File: src/rtl/register_port_arbiter_pkg.sv
// rtl/register_port_arbiter_pkg.sv - shared encodings for the register port-A arbiter
package register_port_arbiter_pkg;

    typedef enum logic [1:0] {
        ARB_IDLE    = 2'd0,
        ARB_WAIT    = 2'd1,
        ARB_CAPTURE = 2'd2,
        ARB_ACKED   = 2'd3
    } arb_state_t;

    localparam logic RF_DSEL_SEQ = 1'b0;
    localparam logic RF_DSEL_DBG = 1'b1;

    localparam logic [1:0] REG_BYTE_ENX_NONE = 2'b00;
    localparam logic [1:0] REG_BYTE_ENX_LOW  = 2'b01;
    localparam logic [1:0] REG_BYTE_ENX_HIGH = 2'b10;
    localparam logic [1:0] REG_BYTE_ENX_BOTH = 2'b11;

    typedef struct packed {
        logic       en;
        logic       wen;
        logic [1:0] byte_en;
        logic [3:0] addr;
    } port_req_t;

endpackage

File: src/rtl/register_port_arbiter_port_mux.sv
// rtl/register_port_arbiter_port_mux.sv - combinational port-A select between sequencer and debug
module register_port_arbiter_port_mux
    import register_port_arbiter_pkg::*;
(
    input  logic      i_grant,
    input  port_req_t i_seq,
    input  port_req_t i_dbg,
    output port_req_t o_port,
    output logic      o_dsel
);

    assign o_port = i_grant ? i_dbg : i_seq;
    assign o_dsel = i_grant ? RF_DSEL_DBG : RF_DSEL_SEQ;

endmodule

File: src/rtl/register_port_arbiter.sv
// rtl/register_port_arbiter.sv - slots debug register accesses into idle port-A cycles
module register_port_arbiter
    import register_port_arbiter_pkg::*;
(
    input  logic        i_clk,
    input  logic        i_rst,
    input  logic        i_fetch,
    input  logic        i_decode,
    input  logic        i_execute,
    input  logic        i_commit,
    input  logic        i_halted,
    input  logic        i_seq_a_en,
    input  logic        i_seq_a_wen,
    input  logic [1:0]  i_seq_a_byte_en,
    input  logic [3:0]  i_seq_a_addr,
    input  logic        i_seq_b_en,
    input  logic        i_seq_b_wen,
    input  logic        i_dbg_req,
    input  logic        i_dbg_wen,
    input  logic [1:0]  i_dbg_byte_en,
    input  logic [3:0]  i_dbg_addr,
    input  logic [15:0] i_rf_a_dout,
    output logic        o_rf_a_en,
    output logic        o_rf_a_wen,
    output logic [1:0]  o_rf_a_byte_en,
    output logic [3:0]  o_rf_a_addr,
    output logic        o_rf_a_dsel,
    output logic        o_rf_b_en,
    output logic        o_rf_b_wen,
    output logic        o_dbg_ack,
    output logic [15:0] o_dbg_dout,
    output logic        o_collision
);

    arb_state_t  r_state;
    arb_state_t  w_next_state;
    logic        r_armed;
    logic        r_wen;
    logic [1:0]  r_byte_en;
    logic [3:0]  r_addr;
    logic [15:0] r_dbg_dout;
    logic        r_collision;

    logic        w_open;
    logic        w_seq_busy;
    logic        w_grant;
    port_req_t   w_seq_req;
    port_req_t   w_dbg_req;
    port_req_t   w_port;
    logic        w_unused_phases;

    // The other phases only matter through the sequencer enables they produce.
    assign w_unused_phases = i_decode ^ i_execute ^ i_commit;

    assign w_open     = i_fetch | i_halted;
    assign w_seq_busy = i_seq_a_en | i_seq_a_wen | i_seq_b_en | i_seq_b_wen;
    // A colliding cycle is left to the sequencer; the debug access waits for a clean slot.
    assign w_grant    = (r_state == ARB_WAIT) & i_dbg_req & w_open & ~w_seq_busy;

    assign w_seq_req = '{en: i_seq_a_en, wen: i_seq_a_wen,
                         byte_en: i_seq_a_byte_en, addr: i_seq_a_addr};
    assign w_dbg_req = '{en: 1'b1, wen: r_wen,
                         byte_en: r_wen ? r_byte_en : REG_BYTE_ENX_BOTH, addr: r_addr};

    register_port_arbiter_port_mux u_port_mux (
        .i_grant (w_grant),
        .i_seq   (w_seq_req),
        .i_dbg   (w_dbg_req),
        .o_port  (w_port),
        .o_dsel  (o_rf_a_dsel)
    );

    always_comb begin
        w_next_state = r_state;
        case (r_state)
            ARB_IDLE:    if (i_dbg_req && r_armed) w_next_state = ARB_WAIT;
            ARB_WAIT: begin
                if (w_grant)         w_next_state = r_wen ? ARB_ACKED : ARB_CAPTURE;
                else if (!i_dbg_req) w_next_state = ARB_IDLE;
            end
            ARB_CAPTURE: w_next_state = ARB_ACKED;
            ARB_ACKED:   w_next_state = ARB_IDLE;
            default:     w_next_state = ARB_IDLE;
        endcase
    end

    always_ff @(posedge i_clk or posedge i_rst) begin
        if (i_rst) begin
            r_state     <= ARB_IDLE;
            r_armed     <= 1'b1;
            r_wen       <= 1'b0;
            r_byte_en   <= REG_BYTE_ENX_NONE;
            r_addr      <= 4'h0;
            r_dbg_dout  <= 16'h0000;
            r_collision <= 1'b0;
        end else begin
            r_state <= w_next_state;
            if (r_state == ARB_IDLE && i_dbg_req && r_armed) begin
                r_wen     <= i_dbg_wen;
                r_byte_en <= i_dbg_byte_en;
                r_addr    <= i_dbg_addr;
            end
            // Re-arm only once the requester has dropped its level after the ACK.
            if (r_state == ARB_ACKED)
                r_armed <= 1'b0;
            else if (!i_dbg_req)
                r_armed <= 1'b1;
            if (r_state == ARB_CAPTURE)
                r_dbg_dout <= i_rf_a_dout;
            if (w_open && w_seq_busy)
                r_collision <= 1'b1;
        end
    end

    assign o_rf_a_en      = w_port.en;
    assign o_rf_a_wen     = w_port.wen;
    assign o_rf_a_byte_en = w_port.byte_en;
    assign o_rf_a_addr    = w_port.addr;
    assign o_rf_b_en      = i_seq_b_en;
    assign o_rf_b_wen     = i_seq_b_wen;
    assign o_dbg_ack      = (r_state == ARB_ACKED);
    assign o_dbg_dout     = r_dbg_dout;
    assign o_collision    = r_collision;

endmodule

File: config.mk
export PLATFORM = sky130hd
export DESIGN_NAME = register_port_arbiter
export DESIGN_NICKNAME = d
export VERILOG_FILES = /design/src/rtl/register_port_arbiter_pkg.sv /design/src/rtl/register_port_arbiter_port_mux.sv /design/src/rtl/register_port_arbiter.sv
export SDC_FILE = /design/constraint.sdc
export NUM_CORES = 1
export LEC_CHECK = 0
export BUFFER_PORTS_ARGS = -buffer_cell sky130_fd_sc_hd__buf_2
export CAP_MARGIN = 15
export CORE_MARGIN = 10
export CORE_UTILIZATION = 44
export CTS_BUF_LIST = sky130_fd_sc_hd__clkbuf_2 sky130_fd_sc_hd__clkbuf_4 sky130_fd_sc_hd__clkbuf_8
export CTS_CLUSTER_DIAMETER = 120
export DETAILED_ROUTE_END_ITERATION = 7
export GPL_TIMING_DRIVEN = 0
export PLACE_DENSITY = 0.92
export SLEW_MARGIN = 20
export SYNTH_ARGS = -nofsm -noshare
export SYNTH_HDL_FRONTEND = slang
export SYNTH_SLANG_ARGS = --single-unit
export TNS_END_PERCENT = 20
File: constraint.sdc
create_clock -name i_clk -period 2.75 [get_ports i_clk]
set_input_delay 0.55 -clock i_clk [delete_from_list [all_inputs] [get_ports i_clk]]
set_output_delay 0.55 -clock i_clk [all_outputs]
set_load 0.05 [all_outputs]
==> key figures, run 1 <==
Drt
  – Post-DR wirelength/cell: 16.8 um
  – DR iter-0 viols: 10
  – Total Wirelength: 3060 um
  – DRC: 0
  – Via/cell ratio: 4.99
  – Drt first pass iters: 4
  – Via Count: between 900 and 1000
  – Final ANT Viol Nets: 0

STA
  – Final Hold Fails: 0
  – Final period util: slightly below 100%
  – Min Tclk post-route: approximately 2.7 ns
  – Final setup margin: 0.0525 ns
  – Worst-Margin Slew: 1.01 ns
  – RSZ-0062 raised after global routing: false
  – Endpoints failing setup: 0
  – Max transition margin: 32.8%
  – Max Slew Vio Count: 0
  – Fmax: 0.371 GHz
  – Final Skew: 0.0120 ns

Finish
  – Design Area, Final: 1580 um2
  – Nets: 194
  – Antenna cells: 0
  – Area grow syn2layout: 35.3%
  – Non-Filler Instances: 182
  – Layout cells sized above 1: 72.4%

Floorplanning
  – CORE AREA: 2500 um2
  – Die footprint: 5120 um2
  – # IOs: 70
  – Die Span X: 71.5 um
  – Starting density of the core: 46.7%
  – Die Height: 71.5 um
  – Row cnt: 18

Place
  – Post-DP Area: 1540 um2
  – GP Congestion: 0.713
  – IO Port Bufs: 66
  – Pre-CTS WS: 0.0198 ns
  – Placed insts: 176
  – DP Wirelength: around 2600 um

Run
  – Max-cap check violation count: 0

Global routing
  – Vias in the first global route: 1038
  – All-Layer GR Usage: between 10% and 20%
  – Overflow after GRT: 0
  – Largest net degree at the start of global routing: 28
  – Global-route wire length before repair: just under 5000 um
  – Initial antenna violation count: 0

Critical path
  – Worst-path fanout max: 6
  – Critical path's slowest cell: or4_4
  – WP data arrival: 2.15 ns
  – R2R Path Start: r_armed$_DFFE_PP1P_
  – Critical path startpoint category: input pin
  – Buffers and inverters on the worst path: 3
  – Top cell family by delay on the critical path: simple AND/OR/NAND/NOR gates
  – Flop2flop setup slack: 0.93 ns
  – Critical path required time: between 2 and 2.5 ns
  – Critical-path cell list: buf_2, or4_4, nor3_4, buf_4, mux2_2, buf_2
  – Setup crit end kind: output pin
  – Origin of the worst setup path: i_seq_a_en
  – Crit Path Class: input pin to output pin
  – Slowest stage delay, CP: 0.57 ns
  – Most used cell, CP: buf_2

Clocking
  – # hold bufs at CTS: 0
  – Root Buffer: clkbuf_4
  – CTS H-tree depth: 1
  – CTS max path bufs: 2
  – CTS tree: built
  – Clock Sinks: 27
  – Post-cts sizing count: 0
  – CTS Buf Count: 3
  – Worst-Skew Late Latency: 0.32 ns
  – Clk slew on worst S/H paths: 0.14 ns

Yosys
  – Yosys warns: 0
  – Post-synth EDFFs: 0
  – Mapped Area: 1170 um2
  – Yosys top cell area share: 55.7%
  – Async S/R FF share, synth: 100%
  – Commonest cells in the netlist: 29 x mux2_2, 26 x dfrtp_1, 4 x nand2b_1
  – Area leader, netlist: dfrtp_1
  – Synth Net Count: 121
  – Sequential share of the synthesized area: 57.9%
  – Count leader, synth: mux2_2
  – Synth Area per Inst: 14.6 um2
  – Netlist cell types: 21
  – Top_reg_cell synth: dfrtp_1
  – Post-synthesis instance total: 80
  – Synth area leaders: dfrtp_1 56%, mux2_2 28%, dfstp_2 2.2%, nand2b_1 2.1%, nor3_4 1.4%
  – Yosys reg bits: 27

Hold path
  – Hold_sp: i_dbg_req
  – HP Class: input pin to flop

Power
  – Power Dens Cells: 999 nW/um2
  – Leak pwr: slightly below 0.0008 uW
  – Tot Pwr: 1580 uW
  – Peak supply drop: between 0.0009 and 0.001 V

Status
  – Status: complete, no violations
-- power by group --
part	switching, uW	internal, uW	total, uW
sequential	76.0	544	620
combinational	560	227	788
clock	118	55.5	173
-- layer usage --
| layer | share of wire [%] | vias up | track usage, % |
|---|---|---|---|
| met1 | 37 | 443 | 12.1 |
| met5 | 0 | - | 0 |
| li1 | - | 425 | - |
| met4 | 1.4 | 0 | 3.44 |
| met2 | 53 | 36 | 20.7 |
| met3 | 7.8 | 4 | 4.96 |
-- state kept, by name (all words and copies together), names as in the netlist, named ones only --
name,cells
o_collision,1
r_armed,1
r_wen,1
r_state,1
r_addr,4
r_byte_en,2
o_dbg_dout,16
-- timing repair --
action	CTS	global route
setup endpoints to repair	0	6
buffers inserted	0	2
endpoints found under the hold margin	0	0
-- cells in the final DEF (no fill, tap or decap) --
cell | Yosys | routed
a21o_2 | 1 | 1
mux2_2 | 29 | 29
clkinvlp_4 | 0 | 1
or4_4 | 1 | 1
nor3_1 | 1 | 1
nand3b_1 | 1 | 1
or2_2 | 1 | 1
nor2_1 | 1 | 1
a21oi_1 | 2 | 2
buf_2 | 1 | 67
buf_4 | 2 | 4
dfstp_2 | 1 | 1
clkbuf_4 | 0 | 3
inv_1 | 2 | 2
o21ai_0 | 1 | 1
o22ai_1 | 1 | 1
and2_1 | 1 | 1
nor3_4 | 1 | 1
o31ai_1 | 1 | 1
clkbuf_1 | 1 | 1
nor4b_2 | 1 | 1
nand2b_1 | 4 | 4
dfrtp_1 | 26 | 26
-- through the flow --
stage | setup TNS, ns | util [%] | hold slack [ns]
after floorplan | -0.159 | - | 0.472
after global placement | 0 | 61.5 | 0.447
after detailed placement | 0 | 61.5 | 0.456
after CTS | 0 | 62.7 | 0.410
after global routing | 0 | 63.3 | 0.410
final | 0 | 63.3 | 0.410
-- final cells by class --
| cell class | instances | area [um2] |
|---|---|---|
| inverter | 2 | 7.51 |
| tap | 30 | 37.5 |
| multi-input combinational | 47 | 460 |
| buffer | 4 | 23.8 |
| timing repair buffer | 68 | 345 |
| clock buffer | 3 | 22.5 |
| fill | 211 | 918 |
| sequential | 27 | 677 |
| clock inverter | 1 | 7.51 |
-- cell families (layout without fill, tap and decap cells) --
logic type / Yosys count / in the layout / share of synthesized area (%)
multiplexers: 29 / 29 / 27.9
buffers and inverters: 6 / 78 / 2.68
AO/OA/AOI/OAI: 6 / 6 / 3.21
flip-flops: 27 / 27 / 57.9
AND/OR/NAND/NOR: 12 / 12 / 8.24
-- path summary, 6_finish.rpt --
check	cells past startpoint	to
max reg2reg	3	r_addr[1]$_DFFE_PP0P_
min in group asynchronous	2	o_dbg_dout[2]$_DFFE_PP0N_
min reg2reg	1	o_collision$_DFFE_PP0P_
min	2	r_armed$_DFFE_PP1P_
max in group asynchronous	2	asynchronous set/reset pin
max	6	o_rf_a_byte_en[0]
(Power assumes the default switching activity.)
==> inputs of run 2 (changes only) <==
--- a/config.mk
+++ b/config.mk
@@ -6,13 +6,11 @@
 export NUM_CORES = 1
 export LEC_CHECK = 0
 export BUFFER_PORTS_ARGS = -buffer_cell sky130_fd_sc_hd__buf_2
-export CAP_MARGIN = 15
 export CORE_MARGIN = 10
 export CORE_UTILIZATION = 44
 export CTS_BUF_LIST = sky130_fd_sc_hd__clkbuf_2 sky130_fd_sc_hd__clkbuf_4 sky130_fd_sc_hd__clkbuf_8
 export CTS_CLUSTER_DIAMETER = 120
 export DETAILED_ROUTE_END_ITERATION = 7
-export GPL_TIMING_DRIVEN = 0
 export PLACE_DENSITY = 0.92
 export SLEW_MARGIN = 20
 export SYNTH_ARGS = -nofsm -noshare
==> key figures, run 2 (synthesized netlist as in run 1, its figures left out) <==
Status
  – Status: complete, no violations

Floorplanning
  – Die footprint: 5120 um2 (unchanged)
  – Starting density of the core: 46.7% (unchanged)
  – CORE AREA: 2500 um2 (unchanged)
  – # IOs: 70 (unchanged)
  – Row cnt: 18 (unchanged)
  – Die Height: 71.5 um (unchanged)
  – Die Span X: 71.5 um (unchanged)

Drt
  – Final ANT Viol Nets: 0 (unchanged)
  – Routed wl met2: 1630 um (+0.25%)
  – Met1 Routed Length: 1090 um (-5.0%)
  – Wire length on met3: 286 um (+20%)
  – DR iter-0 viols: 32 (+22)
  – DRC: 0 (unchanged)
  – Post-DR wirelength/cell: 17.2 um (+2.3%)
  – Via/cell ratio: 4.97 (-0.34%)
  – Drt first pass iters: 4 (unchanged)
  – DR top layer: met4
  – Total Wirelength: 3080 um (+0.62%)
  – Via Count: 890 (-2.0%)

Critical path
  – Flop2flop setup slack: 0.90 ns (-0.03 ns)
  – Top cell family by delay on the critical path: simple AND/OR/NAND/NOR gates
  – Origin of the worst setup path: i_seq_a_en
  – Most used cell, CP: buf_2
  – Setup crit end kind: output pin
  – Slowest stage delay, CP: 0.57 ns (about the same)
  – Crit Path Class: input pin to output pin
  – R2R Path Start: r_armed$_DFFE_PP1P_
  – Critical-path cell list: buf_2, or4_4, nor3_4, buf_4, mux2_2, buf_2
  – Worst-path fanout max: 4 (-2)
  – Buffers and inverters on the worst path: 3 (unchanged)
  – Critical path required time: 2.20 ns (about the same)
  – Critical path's slowest cell: or4_4
  – Critical path startpoint category: input pin
  – WP data arrival: 2.11 ns (-0.04 ns)

Power
  – Pint: 825 uW (-0.18%)
  – P_sw: 754 uW (about the same)
  – Clk pwr share: 11.0% (about the same)
  – Switching portion of total power: 47.7% (about the same)
  – Reg power frac: 39.4% (+0.2 points)
  – Power Dens Cells: 1010 nW/um2 (+0.93%)
  – Peak supply drop: 0.00100 V (+7.2%)
  – Leak pwr: 0.000777 uW (-0.99%)
  – Power share of the combinational group: 49.5% (-0.3 points)

STA
  – Endpoints failing setup: 0 (unchanged)
  – Max Slew Vio Count: 0 (unchanged)
  – Setup TNS: 0 ns (unchanged)
  – RSZ-0062 raised after global routing: false
  – Final Skew: 0.00858 ns (-0.00340 ns)
  – Worst-Margin Slew: 0.989 ns (-0.0171 ns)
  – Fmax: 0.376 GHz (+1.3%)
  – Min Tclk post-route: 2.66 ns (-0.0345 ns)
  – Final Hold Fails: 0 (unchanged)
  – Final period util: 96.8% (-1.3 points)
  – Max transition margin: 34.0% (+1.1 points)

Finish
  – Non-Filler Instances: 179 (-1.6%)
  – Antenna cells: 0 (unchanged)
  – Commonest non-fill, non-tap cell in the layout: buf_2
  – Layout cells sized above 1: 72.5% (+0.11 points)
  – Max reg flops: 16 (unchanged)
  – Most frequent cells in the layout: 66 x buf_2, 29 x mux2_2, 26 x dfrtp_1
  – Area grow syn2layout: 33.9%
  – Nets: 191 (-1.5%)

Place
  – GP Congestion: 0.723 (+1.5%)
  – IO Port Bufs: 66 (unchanged)
  – Placed insts: 172 (-2.3%)

Hold path
  – Hold_sp: i_dbg_req
  – HP Class: input pin to flop

Clocking
  – Clk slew on worst S/H paths: 0.15 ns (about the same)
  – Clock Sinks: 27 (unchanged)
  – # hold bufs at CTS: 0 (unchanged)
  – Root Buffer: clkbuf_4
  – CTS Buf Count: 3 (unchanged)
  – CTS tree: built
  – Worst-Skew Late Latency: 0.33 ns (about the same)
  – CTS H-tree depth: 1 (unchanged)
  – CTS max path bufs: 2 (unchanged)

Global routing
  – Largest net degree at the start of global routing: 28 (unchanged)
  – Overflow after GRT: 0 (unchanged)
  – All-Layer GR Usage: 12.2% (+0.53 points)
  – Global-route wire length before repair: 5060 um (+4.4%)
  – Vias in the first global route: 1054 (+1.5%)
  – Initial antenna violation count: 0 (unchanged)

Run
  – Max-cap check violation count: 0 (unchanged)
run 2: what timing repair did:
item	in CTS	in global routing
setup buffers	3	0
resized for setup	0	0
endpoints found under the setup margin	2	6
pin swaps	1	1
run 2: per-stage QoR:
stage | setup WS (ns) | total power (uW) | util, % | hold WS, ns | cell area, um2
after global placement | 0.0526 | 1390 | 60.5 | 0.447 | 1510
after CTS | 0.0505 | 1590 | 62.6 | 0.391 | 1570
final | 0.0870 | 1580 | 62.6 | 0.384 | 1570
after global routing | 0.0340 | 1660 | 62.6 | 0.370 | 1570
after detailed placement | -0.0109 | 1420 | 60.5 | 0.450 | 1510
after floorplan | -0.0266 | 1220 | - | 0.472 | 1170
run 2: worst paths after layout:
path | endpoint | cells past startpoint
min in group asynchronous | o_dbg_dout[15]$_DFFE_PP0N_ | 2
max in group asynchronous | r_state[0]$_DFFE_PP0P_ | 2
hold reg to reg | o_collision$_DFFE_PP0P_ | 1
setup / recovery | o_rf_a_byte_en[0] | 6
setup reg to reg | r_byte_en[1]$_DFFE_PP0P_ | 3
hold / removal | r_armed$_DFFE_PP1P_ | 2
run 2: worst register-to-register path: stages (launching register included):
cell and delay [ns]:
dfstp_2 0.56, inv_1 0.06, nor4b_2 0.71, mux2_2 0.42
run 2: area by class of cell:
class	instances	area, um2
fillers	191	935
repair buffers	69	353
multi-input cells	47	460
flip-flops and latches	27	677
clock buffers	3	22.5
clock inverters	1	7.51
inverters	2	7.51
well taps	30	37.5
run 2: power groups by stage:
stage,Clock [uW],Combinational [uW],Sequential [uW]
6_report,174,782,622
5_1_grt,201,823,640
3_3_place_gp,0,773,617
4_1_cts,174,793,622
2_1_floorplan,0,205,1010
3_5_place_dp,0,791,632
run 2: per-layer routing:
metal	vias up	global-route usage, %
met5	-	0
met3	6	5.23
met1	422	11.8
met2	43	21.9
li1	419	-
met4	0	5.16
==> inputs of run 3 (changes only) <==
--- a/config.mk
+++ b/config.mk
@@ -7,11 +7,11 @@
 export LEC_CHECK = 0
 export BUFFER_PORTS_ARGS = -buffer_cell sky130_fd_sc_hd__buf_2
 export CORE_MARGIN = 10
-export CORE_UTILIZATION = 44
+export CORE_UTILIZATION = 47
 export CTS_BUF_LIST = sky130_fd_sc_hd__clkbuf_2 sky130_fd_sc_hd__clkbuf_4 sky130_fd_sc_hd__clkbuf_8
 export CTS_CLUSTER_DIAMETER = 120
 export DETAILED_ROUTE_END_ITERATION = 7
-export PLACE_DENSITY = 0.92
+export PLACE_DENSITY = 0.95
 export SLEW_MARGIN = 20
 export SYNTH_ARGS = -nofsm -noshare
 export SYNTH_HDL_FRONTEND = slang
==> constraint.sdc (replaced) <==
create_clock -name i_clk -period 3.3 [get_ports i_clk]
set_input_delay 0.66 -clock i_clk [delete_from_list [all_inputs] [get_ports i_clk]]
set_output_delay 0.66 -clock i_clk [all_outputs]
set_load 0.05 [all_outputs]
==> key figures, run 3 (synthesized netlist as in run 1, its figures left out) <==
STA
  – RSZ-0062 raised after global routing: false
  – Endpoints failing setup: 0 (unchanged)
  – Final period util: 91.3%
  – Final setup margin: 0.288 ns (+0.201 ns)
  – Max Slew Vio Count: 0 (unchanged)
  – Final Hold Fails: 0 (unchanged)
  – Max transition margin: 38.7% (+4.7 points)
  – Final Skew: 0.0109 ns (+0.00232 ns)
  – Worst-Margin Slew: 0.914 ns (-0.0748 ns)
  – Hold_ws: 0.387 ns (+0.00328 ns)
  – Setup TNS: 0 ns (unchanged)
  – Min Tclk post-route: 3.01 ns
  – Fmax: 0.332 GHz

Run
  – Max-cap check violation count: 0 (unchanged)

Drt
  – Met1 Routed Length: 1110 um (+2.1%)
  – Routed wl met2: 1630 um (-0.12%)
  – Post-DR wirelength/cell: 16.8 um (-2.4%)
  – DR top layer: met4
  – Via/cell ratio: 5.09 (+2.4%)
  – DR iter-0 viols: 55 (+72%)
  – Final ANT Viol Nets: 0 (unchanged)
  – DRC: 0 (unchanged)
  – Wire length on met3: 165 um (-42%)
  – Drt first pass iters: 4 (unchanged)
  – Total Wirelength: 2950 um (-4.1%)
  – Via Count: 896 (+0.67%)

Finish
  – Commonest non-fill, non-tap cell in the layout: buf_2
  – Area grow syn2layout: 32.1%
  – Max reg flops: 16 (unchanged)
  – Nets: 188 (-1.6%)
  – Layout cells sized above 1: 71.9% (-0.57 points)
  – Design Area, Final: 1540 um2 (-1.4%)
  – Non-Filler Instances: 176 (-1.7%)
  – Most frequent cells in the layout: 66 x buf_2, 29 x mux2_2, 26 x dfrtp_1
  – Antenna cells: 0 (unchanged)

Clocking
  – CTS H-tree depth: 1 (unchanged)
  – Clock Sinks: 27 (unchanged)
  – Root Buffer: clkbuf_4
  – CTS Buf Count: 3 (unchanged)
  – CTS max path bufs: 2 (unchanged)
  – # hold bufs at CTS: 0 (unchanged)
  – Clk slew on worst S/H paths: 0.15 ns (about the same)
  – Setup Buffers After CTS: 0 (-3)
  – Worst-Skew Late Latency: 0.33 ns (about the same)
  – CTS tree: built
  – Post-cts sizing count: 0 (unchanged)

Floorplanning
  – Row cnt: 18 (unchanged)
  – Starting density of the core: 48.0% (+1.3 points)
  – Die Span X: 69.9 um (-2.3%)
  – # IOs: 70 (unchanged)
  – Die Height: 69.9 um (-2.3%)
  – Die footprint: 4880 um2 (-4.6%)
  – CORE AREA: 2430 um2 (-2.7%)

Global routing
  – Vias in the first global route: 1011 (-4.1%)
  – All-Layer GR Usage: 12.0% (-0.19 points)
  – Overflow after GRT: 0 (unchanged)
  – Largest net degree at the start of global routing: 28 (unchanged)
  – Initial antenna violation count: 0 (unchanged)
  – Global-route wire length before repair: 4930 um (-2.6%)

Power
  – Leak pwr: 0.000762 uW (-2.0%)
  – Power Dens Cells: 852 nW/um2 (-16%)
  – Peak supply drop: 0.00102 V (+1.6%)

Critical path
  – Critical path startpoint category: input pin
  – Buffers and inverters on the worst path: 2 (-1)
  – WP data arrival: 2.35 ns (+0.24 ns)
  – Worst-path fanout max: 9 (+5)
  – Critical path required time: 2.64 ns (+0.44 ns)
  – Slowest stage delay, CP: 0.57 ns (about the same)
  – Critical-path cell list: buf_2, or4_4, nor3_4, mux2_2, buf_2
  – Setup crit end kind: output pin
  – Flop2flop setup slack: 1.42 ns (+0.52 ns)
  – Most used cell, CP: buf_2
  – Crit Path Class: input pin to output pin
  – Critical path's slowest cell: or4_4
  – Top cell family by delay on the critical path: simple AND/OR/NAND/NOR gates

Place
  – Pre-CTS WS: 0.270 ns (+0.281 ns)
  – Post-DP Area: 1510 um2 (unchanged)
  – GP Congestion: 0.827 (+14%)
  – IO Port Bufs: 66 (unchanged)
  – DP Wirelength: 2480 um
  – Placed insts: 172 (unchanged)

Hold path
  – HP Class: input pin to asynchronous set/reset pin

Status
  – Status: complete, no violations
run 3: metal layers:
layer / GRT usage [%] / up-vias
met2: 21.0 / 35
li1: - / 416
met5: 0 / -
met1: 13.4 / 441
met4: 5.04 / 0
met3: 2.82 / 4
run 3: worst paths after layout:
check / cells after the start / startpoint / end
max: 5 / i_seq_a_en / o_rf_a_addr[2]
min in group i_clk: 1 / o_collision$_DFFE_PP0P_ / o_collision$_DFFE_PP0P_
max reg2reg: 3 / r_armed$_DFFE_PP1P_ / r_wen$_DFFE_PP0P_
min reg2reg: 1 / o_collision$_DFFE_PP0P_ / o_collision$_DFFE_PP0P_
min: 2 / i_rst / o_dbg_dout[13]$_DFFE_PP0N_
max in group asynchronous: 2 / i_rst / r_byte_en[0]$_DFFE_PP0P_
run 3: worst register-to-register path: cells and delay by family, from the launching register on:
family / cells / cell delay (ns)
buf+inv: 1 / 0.06
mux: 1 / 0.42
flops: 1 / 0.55
simple gates: 1 / 0.75
run 3: area by class of cell:
cell class | count | area [um2]
flip-flops and latches | 27 | 677
well taps | 30 | 37.5
multi-input cells | 47 | 460
clock inverters | 1 | 8.76
inverters | 2 | 7.51
repair buffers | 66 | 330
clock buffers | 3 | 22.5
fillers | 192 | 888
run 3: report_power, final:
part           total [uW]  internal, uW  switching, uW
registers             518           453           64.8
logic                 649           188            461
clock network         149          49.3           99.3
total                1320           690            625
run 3: per-stage QoR:
step / total power (uW) / util [%]
after CTS: 1330 / 63.5
after detailed placement: 1190 / 62.2
after global routing: 1380 / 63.5
final: 1320 / 63.5
after global placement: 1160 / 62.2
after floorplan: 1010 / -
